$ cat config.mk
export PLATFORM = sky130hd
export DESIGN_NAME = mult_pipeline_flat
export DESIGN_NICKNAME = d
export VERILOG_FILES = /design/src/rtl/mult_pipeline_pkg.sv /design/src/rtl/mult_pipeline_if.sv /design/src/rtl/mult_stage_reg.sv /design/src/rtl/mult_pipeline.sv /design/src/flat_wrapper.sv
export SDC_FILE = /design/constraint.sdc
export NUM_CORES = 2
export LEC_CHECK = 0
export CAP_MARGIN = 20
export CORE_UTILIZATION = 50
export DETAILED_ROUTE_END_ITERATION = 7
export GPL_ROUTABILITY_DRIVEN = 1
export GPL_TIMING_DRIVEN = 0
export PLACE_DENSITY = 0.69
export SETUP_SLACK_MARGIN = 0.3
export SYNTH_ARGS = -nofsm -noshare
export SYNTH_HDL_FRONTEND = slang
export SYNTH_SLANG_ARGS = --single-unit
$ cat constraint.sdc
create_clock -name clk -period 25 [get_ports clk]
set_clock_uncertainty 0.2 [all_clocks]
set_input_delay 5 -clock clk [delete_from_list [all_inputs] [get_ports clk]]
set_output_delay 5 -clock clk [all_outputs]
set_load 0.02 [all_outputs]
$ cat src/rtl/mult_pipeline_pkg.sv
// Shared constants for the five-stage multiply pipeline.
// MULT_OVF_EN widens the accumulators to 2*DATA_W so the overflow check can see the full product.
package mult_pipeline_pkg;

  localparam int REG_ADDR_W  = 5;
  localparam int MULT_STAGES = 5;
  localparam int MULT_SLICES = 4;

  typedef logic [REG_ADDR_W-1:0] reg_addr_t;

  function automatic int acc_width(input int data_w);
`ifdef MULT_OVF_EN
    return 2 * data_w;
`else
    return data_w;
`endif
  endfunction

endpackage

$ cat src/rtl/mult_pipeline_if.sv
// Issue/writeback/hazard bundle between the issue stage, the mult pipeline and its consumers.
// out_ovf exists only when MULT_OVF_EN is defined.
interface mult_pipeline_if
  import mult_pipeline_pkg::*;
#(
  parameter int DATA_W = 32
) ();

  logic              in_valid;
  logic [DATA_W-1:0] in_src1_val;
  logic [DATA_W-1:0] in_src2_val;
  reg_addr_t         in_dst_reg;
  logic              in_regwrite;
  logic              hold;
  logic              flush;
  logic              in_ready;

  reg_addr_t         m1_dst_reg;
  reg_addr_t         m2_dst_reg;
  reg_addr_t         m3_dst_reg;
  reg_addr_t         m4_dst_reg;
  reg_addr_t         m5_dst_reg;
  logic              m1_regwrite;
  logic              m2_regwrite;
  logic              m3_regwrite;
  logic              m4_regwrite;
  logic              m5_regwrite;

  logic              out_valid;
  logic [DATA_W-1:0] out_result;
  reg_addr_t         out_dst_reg;
  logic              out_regwrite;
`ifdef MULT_OVF_EN
  logic              out_ovf;
`endif

  modport master (
    output in_valid, in_src1_val, in_src2_val, in_dst_reg, in_regwrite, hold, flush,
    input  in_ready,
    input  m1_dst_reg, m2_dst_reg, m3_dst_reg, m4_dst_reg, m5_dst_reg,
    input  m1_regwrite, m2_regwrite, m3_regwrite, m4_regwrite, m5_regwrite,
`ifdef MULT_OVF_EN
    input  out_ovf,
`endif
    input  out_valid, out_result, out_dst_reg, out_regwrite
  );

  modport slave (
    input  in_valid, in_src1_val, in_src2_val, in_dst_reg, in_regwrite, hold, flush,
    output in_ready,
    output m1_dst_reg, m2_dst_reg, m3_dst_reg, m4_dst_reg, m5_dst_reg,
    output m1_regwrite, m2_regwrite, m3_regwrite, m4_regwrite, m5_regwrite,
`ifdef MULT_OVF_EN
    output out_ovf,
`endif
    output out_valid, out_result, out_dst_reg, out_regwrite
  );

endinterface

$ cat src/rtl/mult_stage_reg.sv
// One pipeline stage register: flush kills valid/regwrite, hold freezes everything.
module mult_stage_reg
  import mult_pipeline_pkg::*;
#(
  parameter int DATA_W = 32,
  parameter int ACC_W  = 64
) (
  input  logic              clk,
  input  logic              rst,
  input  logic              hold,
  input  logic              flush,
  input  logic              valid_next,
  input  logic              regwrite_next,
  input  reg_addr_t         dst_next,
  input  logic [ACC_W-1:0]  acc_next,
  input  logic [DATA_W-1:0] a_next,
  input  logic [DATA_W-1:0] b_next,
  output logic              valid,
  output logic              regwrite,
  output reg_addr_t         dst_reg,
  output logic [ACC_W-1:0]  acc,
  output logic [DATA_W-1:0] a,
  output logic [DATA_W-1:0] b
);

  always_ff @(posedge clk or posedge rst) begin
    if (rst) begin
      valid    <= 1'b0;
      regwrite <= 1'b0;
      dst_reg  <= '0;
      acc      <= '0;
      a        <= '0;
      b        <= '0;
    end else if (flush) begin
      valid    <= 1'b0;
      regwrite <= 1'b0;
    end else if (!hold) begin
      valid    <= valid_next;
      regwrite <= regwrite_next;
      dst_reg  <= dst_next;
      acc      <= acc_next;
      a        <= a_next;
      b        <= b_next;
    end
  end

endmodule

$ cat src/rtl/mult_pipeline.sv
// Five-stage signed multiplier: B is split into four slices accumulated over M2..M4.
// MULT_OVF_EN adds a registered out_ovf flag computed on the full 2*DATA_W sum.
module mult_pipeline
  import mult_pipeline_pkg::*;
#(
  parameter int DATA_W = 32,
  parameter int STAGES = MULT_STAGES
) (
  input  logic           clk,
  input  logic           rst,
  mult_pipeline_if.slave bus
);

  localparam int SLICE_W = DATA_W / MULT_SLICES;
  localparam int ACC_W   = acc_width(DATA_W);

  logic              stage_valid    [1:STAGES];
  logic              stage_regwrite [1:STAGES];
  reg_addr_t         stage_dst      [1:STAGES];
  logic [ACC_W-1:0]  stage_acc      [1:STAGES];
  logic [DATA_W-1:0] stage_a        [1:STAGES];
  logic [DATA_W-1:0] stage_b        [1:STAGES];

  logic              valid_in    [1:STAGES];
  logic              regwrite_in [1:STAGES];
  reg_addr_t         dst_in      [1:STAGES];
  logic [ACC_W-1:0]  acc_in      [1:STAGES];
  logic [DATA_W-1:0] a_in        [1:STAGES];
  logic [DATA_W-1:0] b_in        [1:STAGES];

  // Sign-extended A times one B slice, shifted into place; only the top slice is signed.
  function automatic logic [ACC_W-1:0] partial(input logic [DATA_W-1:0] op_a,
                                               input logic [SLICE_W-1:0] slice,
                                               input logic slice_signed,
                                               input int idx);
    logic [ACC_W-1:0] a_ext;
    logic [ACC_W-1:0] b_ext;
    a_ext = ACC_W'($signed(op_a));
    b_ext = slice_signed ? ACC_W'($signed(slice)) : ACC_W'(slice);
    return (a_ext * b_ext) << (idx * SLICE_W);
  endfunction

  always_comb begin
    valid_in[1]    = bus.in_valid;
    regwrite_in[1] = bus.in_regwrite;
    dst_in[1]      = bus.in_dst_reg;
    a_in[1]        = bus.in_src1_val;
    b_in[1]        = bus.in_src2_val;
    for (int k = 2; k <= STAGES; k++) begin
      valid_in[k]    = stage_valid[k-1];
      regwrite_in[k] = stage_regwrite[k-1];
      dst_in[k]      = stage_dst[k-1];
      a_in[k]        = stage_a[k-1];
      b_in[k]        = stage_b[k-1];
    end
  end

  always_comb begin
    acc_in[1] = '0;
    acc_in[2] = stage_acc[1]
              + partial(stage_a[1], stage_b[1][0*SLICE_W +: SLICE_W], 1'b0, 0)
              + partial(stage_a[1], stage_b[1][1*SLICE_W +: SLICE_W], 1'b0, 1);
    acc_in[3] = stage_acc[2] + partial(stage_a[2], stage_b[2][2*SLICE_W +: SLICE_W], 1'b0, 2);
    acc_in[4] = stage_acc[3] + partial(stage_a[3], stage_b[3][3*SLICE_W +: SLICE_W], 1'b1, 3);
    acc_in[5] = stage_acc[4];
  end

  genvar gi;
  generate
    for (gi = 1; gi <= STAGES; gi++) begin : g_stage
      mult_stage_reg #(
        .DATA_W (DATA_W),
        .ACC_W  (ACC_W)
      ) u_stage (
        .clk           (clk),
        .rst           (rst),
        .hold          (bus.hold),
        .flush         (bus.flush),
        .valid_next    (valid_in[gi]),
        .regwrite_next (regwrite_in[gi]),
        .dst_next      (dst_in[gi]),
        .acc_next      (acc_in[gi]),
        .a_next        (a_in[gi]),
        .b_next        (b_in[gi]),
        .valid         (stage_valid[gi]),
        .regwrite      (stage_regwrite[gi]),
        .dst_reg       (stage_dst[gi]),
        .acc           (stage_acc[gi]),
        .a             (stage_a[gi]),
        .b             (stage_b[gi])
      );
    end
  endgenerate

  assign bus.in_ready    = !bus.hold;

  assign bus.m1_dst_reg  = stage_dst[1];
  assign bus.m2_dst_reg  = stage_dst[2];
  assign bus.m3_dst_reg  = stage_dst[3];
  assign bus.m4_dst_reg  = stage_dst[4];
  assign bus.m5_dst_reg  = stage_dst[5];
  assign bus.m1_regwrite = stage_valid[1] & stage_regwrite[1];
  assign bus.m2_regwrite = stage_valid[2] & stage_regwrite[2];
  assign bus.m3_regwrite = stage_valid[3] & stage_regwrite[3];
  assign bus.m4_regwrite = stage_valid[4] & stage_regwrite[4];
  assign bus.m5_regwrite = stage_valid[5] & stage_regwrite[5];

  assign bus.out_valid    = stage_valid[STAGES];
  assign bus.out_result   = stage_acc[STAGES][DATA_W-1:0];
  assign bus.out_dst_reg  = stage_dst[STAGES];
  assign bus.out_regwrite = stage_valid[STAGES] & stage_regwrite[STAGES];

`ifdef MULT_OVF_EN
  logic              ovf_reg;
  logic              ovf_next;
  logic [DATA_W:0]   top_bits;

  // Representable in DATA_W bits iff the upper half plus the result sign bit are all equal.
  assign top_bits = stage_acc[STAGES-1][ACC_W-1:DATA_W-1];
  assign ovf_next = !((&top_bits) || !(|top_bits));

  always_ff @(posedge clk or posedge rst) begin
    if (rst) begin
      ovf_reg <= 1'b0;
    end else if (bus.flush) begin
      ovf_reg <= 1'b0;
    end else if (!bus.hold) begin
      ovf_reg <= ovf_next;
    end
  end

  assign bus.out_ovf = ovf_reg;
`endif

endmodule

$ cat src/flat_wrapper.sv
// flat-port wrapper written by rule: the top's interface ports become plain ports
module mult_pipeline_flat import mult_pipeline_pkg::*;
#(
  parameter int DATA_W = 32,
  parameter int STAGES = MULT_STAGES
)
  (clk, rst, bus_in_valid, bus_in_src1_val, bus_in_src2_val, bus_in_dst_reg, bus_in_regwrite, bus_hold, bus_flush, bus_in_ready, bus_m1_dst_reg, bus_m2_dst_reg, bus_m3_dst_reg, bus_m4_dst_reg, bus_m5_dst_reg, bus_m1_regwrite, bus_m2_regwrite, bus_m3_regwrite, bus_m4_regwrite, bus_m5_regwrite, bus_out_valid, bus_out_result, bus_out_dst_reg, bus_out_regwrite);
  mult_pipeline_if #(.DATA_W(DATA_W)) bus_i ();
  input  logic clk;
  input  logic rst;
  input wire logic [$bits(bus_i.in_valid)-1:0] bus_in_valid;
  input wire logic [$bits(bus_i.in_src1_val)-1:0] bus_in_src1_val;
  input wire logic [$bits(bus_i.in_src2_val)-1:0] bus_in_src2_val;
  input wire logic [$bits(bus_i.in_dst_reg)-1:0] bus_in_dst_reg;
  input wire logic [$bits(bus_i.in_regwrite)-1:0] bus_in_regwrite;
  input wire logic [$bits(bus_i.hold)-1:0] bus_hold;
  input wire logic [$bits(bus_i.flush)-1:0] bus_flush;
  output wire logic [$bits(bus_i.in_ready)-1:0] bus_in_ready;
  output wire logic [$bits(bus_i.m1_dst_reg)-1:0] bus_m1_dst_reg;
  output wire logic [$bits(bus_i.m2_dst_reg)-1:0] bus_m2_dst_reg;
  output wire logic [$bits(bus_i.m3_dst_reg)-1:0] bus_m3_dst_reg;
  output wire logic [$bits(bus_i.m4_dst_reg)-1:0] bus_m4_dst_reg;
  output wire logic [$bits(bus_i.m5_dst_reg)-1:0] bus_m5_dst_reg;
  output wire logic [$bits(bus_i.m1_regwrite)-1:0] bus_m1_regwrite;
  output wire logic [$bits(bus_i.m2_regwrite)-1:0] bus_m2_regwrite;
  output wire logic [$bits(bus_i.m3_regwrite)-1:0] bus_m3_regwrite;
  output wire logic [$bits(bus_i.m4_regwrite)-1:0] bus_m4_regwrite;
  output wire logic [$bits(bus_i.m5_regwrite)-1:0] bus_m5_regwrite;
  output wire logic [$bits(bus_i.out_valid)-1:0] bus_out_valid;
  output wire logic [$bits(bus_i.out_result)-1:0] bus_out_result;
  output wire logic [$bits(bus_i.out_dst_reg)-1:0] bus_out_dst_reg;
  output wire logic [$bits(bus_i.out_regwrite)-1:0] bus_out_regwrite;
  assign bus_i.in_valid = bus_in_valid;
  assign bus_i.in_src1_val = bus_in_src1_val;
  assign bus_i.in_src2_val = bus_in_src2_val;
  assign bus_i.in_dst_reg = bus_in_dst_reg;
  assign bus_i.in_regwrite = bus_in_regwrite;
  assign bus_i.hold = bus_hold;
  assign bus_i.flush = bus_flush;
  assign bus_in_ready = bus_i.in_ready;
  assign bus_m1_dst_reg = bus_i.m1_dst_reg;
  assign bus_m2_dst_reg = bus_i.m2_dst_reg;
  assign bus_m3_dst_reg = bus_i.m3_dst_reg;
  assign bus_m4_dst_reg = bus_i.m4_dst_reg;
  assign bus_m5_dst_reg = bus_i.m5_dst_reg;
  assign bus_m1_regwrite = bus_i.m1_regwrite;
  assign bus_m2_regwrite = bus_i.m2_regwrite;
  assign bus_m3_regwrite = bus_i.m3_regwrite;
  assign bus_m4_regwrite = bus_i.m4_regwrite;
  assign bus_m5_regwrite = bus_i.m5_regwrite;
  assign bus_out_valid = bus_i.out_valid;
  assign bus_out_result = bus_i.out_result;
  assign bus_out_dst_reg = bus_i.out_dst_reg;
  assign bus_out_regwrite = bus_i.out_regwrite;
  mult_pipeline #(.DATA_W(DATA_W), .STAGES(STAGES)) u_core (.clk(clk), .rst(rst), .bus(bus_i));
endmodule
==> impl_metrics.yaml <==
run_status:
  status: "finished, final reports clean"
finish:
  layout-drive-gt1-share: 0.0234
  top_register: "u_core.g_stage.u_stage.acc"
  top_regs: "u_core.g_stage.u_stage.acc (128), u_core.g_stage.u_stage.a (56), u_core.g_stage.u_stage.b (56)"
  fillCellCount: 4609
  finalInstanceArea_sq_um: 29800
  final_nets: 3757
  largest_reg_flops: 128
  syn_to_final_growth_pct: 12.9
  antennaDiodeCount: 0
drt:
  via_per_inst: 5.36
  first_pass_iters: 5
  drt_iter0_markers: 1349
  vias: 20820
  wirelength_um: 73700
  ant_nets: 0
  wire_per_inst_um: 19.0
  drc: 0
sta:
  slew_headroom: 0.242
  final.min_clock_period_ns: 11.96
  fin_crit_sh: 0.478
  setup_tns_ns: 0
  rsz0062_at_grt: "false"
  setup_ws_ns: 13.04
  hold_viol: 0
  max_freq_mhz: 83.6
  holdWs_ns: 0.271
  setup_violations: 0
  worst_slew_pin_slew_ns: 1.14
  final_max_slew_viol_count: 0
placed_design:
  dp_hpwl_um: 58300
  dpl_cell_area_sq_um: 28700
  place_congestion: 0.926
  place_ws_ns: 13.04
  io_buffers: 144
synth:
  ys_warn_count: 0
  ys_ff_latch: 275
  synth_xor_area_frac: 0.0404
  synth_top_area_share: 0.274
  ys_async_sr_fraction: 1.00
  synthSimpleGateAreaFrac: 0.226
  muxShareOfSynthArea: 0.00380
  synth.top_cells.by_area: "fa_1, dfrtp_1, nand2_1, and2_1, ha_1"
  yosysMostFrequentCell: "nand2_1"
  syn_area_per_cell_sq_um: 8.78
  synth_compound_area_frac: 0.0549
  synth_edf_count: 0
  synth_top_area_cell: "fa_1"
  ys.flop_type: "dfrtp_1"
  synth_nets: 3577
  synth_area_sq_um: 26300
  synth_top_family_by_area: "adder cells"
  synth_seq_area_share: 0.261
  synth_cell_types: 56
  synth_fa_ha_area_frac: 0.341
  synth_cells: 3000
  synth_common_cells: "nand2_1, fa_1, inv_1"
global_route:
  grt_max_degree: 116
  track_usage: 0.283
  grt_pass1_vias: 21931
  grt_use_met3: 0.0333
  grt_most_used_layer: "met2"
  grt-ovfl-total: 0
  grt_pass1_wl_um: 117000
  use_met1: 0.357
  use_met2: 0.485
  antenna_found_initial: 1
critical_path:
  arrival_ns: 6.76
  path_cells: "clkdlybuf4s50_1 > buf_1 > inv_1 > clkdlybuf4s50_1"
  worstPathRequired_ns: 19.80
  worst_path_most_repeated_cell: "clkdlybuf4s50_1"
  r2r_slack_ns: 14.82
  path_max_fanout: 10
  worstSetupPathType: "input pin to primary output"
  max_stage_delay_ns: 0.56
  slowest_stage: "clkdlybuf4s50_1"
  cp-end-kind: "primary output"
  startpoint: "bus_hold"
  start_kind: "input pin"
  r2r_start: "u_core.g_stage[1].u_stage.b[13]"
hold_path:
  min_path_type: "flop to flop"
  worstHoldStart: "u_core.g_stage[4].u_stage.acc[19]"
clocking:
  cts_tree: "done"
  cts_hold_buf: 0
  cts_resized: 0
  cts.sinks: 275
  cts_root_buf: "clkbuf_16"
  cts_made_buffers: 31
  worstSkewPairLatency_ns: 0.60
  htreeDepth: 1
  cts_setup_buffers: 0
  clk_pin_slew_ns: 0.06
  clockBufferDepth: 3
job:
  maxCapViolCount: 0
floorplan:
  die_w_um: 232
  die_area_sq_um: 53600
  pin_count: 145
  fp.coreArea_sq_um: 51700
  std_cell_rows: 83
  start_util: 0.509
  die_y_um: 232
==> cell families after synthesis <==
family	count (synthesis)
compound gates	226
xor+xnor	120
fa+ha+maj	502
buf+inv	503
flops	275
mux	10
simple gates	1364
==> stage by stage <==
step	cells	util
finish	3884	0.575
global route	3884	0.575
CTS	3884	0.575
detailed placement	3827	0.555
global placement	3824	0.554
floorplan	3000	-
==> cell usage in the layout, fill, tap and decap left out, types with 3 or more instances in the layout <==
cell / instances
nor2b_1: 4
o21bai_1: 11
nand3_1: 15
ha_1: 141
a211o_1: 3
a211oi_1: 12
and3_1: 6
buf_4: 6
clkinvlp_4: 3
o41ai_1: 4
inv_1: 355
a31o_2: 3
clkbuf_16: 31
nand2_1: 978
or2_2: 3
mux2i_1: 10
a21o_1: 23
clkinv_2: 3
nor2_1: 46
o21a_1: 10
and2_1: 283
o21ai_0: 67
fa_1: 361
a21oi_1: 53
xor2_1: 43
xnor2_1: 76
nand2b_1: 9
o211ai_1: 6
nor3_1: 11
nand4_1: 3
clkdlybuf4s50_1: 144
o31ai_1: 7
dfrtp_1: 275
a31oi_1: 7
clkbuf_8: 6
clkbuf_1: 146
==> metal layers <==
| layer | vias up | wire, um |
|---|---|---|
| met2 | 682 | 36300 |
| met3 | 183 | 3870 |
| li1 | 9455 | - |
| met4 | 0 | 3620 |
| met1 | 10500 | 29900 |
| met5 | - | 0 |
==> worst max-delay path, delay by kind of cell <==
kind     cells  cell delay, ns
buf+inv      4            1.75
==> worst paths after layout <==
| check | depth (start not counted) | endpoint |
|---|---|---|
| max reg2reg | 33 | u_core.g_stage[2].u_stage.acc[31] |
| min in group asynchronous | 2 | u_core.g_stage[5].u_stage.acc[30] |
| max | 4 | bus_in_ready |
| max in group asynchronous | 4 | u_core.g_stage[1].u_stage.b[13] |
| min | 2 | u_core.g_stage[5].u_stage.acc[19] |
| min reg2reg | 2 | u_core.g_stage[5].u_stage.acc[19] |
==> cell type report <==
type / instances / area, sq um / area share
Timing Repair Buffer: 147 / 1510 / 0.0507
Clock buffer: 44 / 885 / 0.0297
Multi-Input combinational cell: 2222 / 17600 / 0.590
Clock inverter: 13 / 153 / 0.00513
Tap cell: 680 / 851 / 0.0286
Buffer: 147 / 574 / 0.0193
Inverter: 356 / 1340 / 0.0452
Sequential cell: 275 / 6880 / 0.231
Power is not shown: default switching activity piles up to over one toggle a cycle in this logic, so the estimate is an artifact.
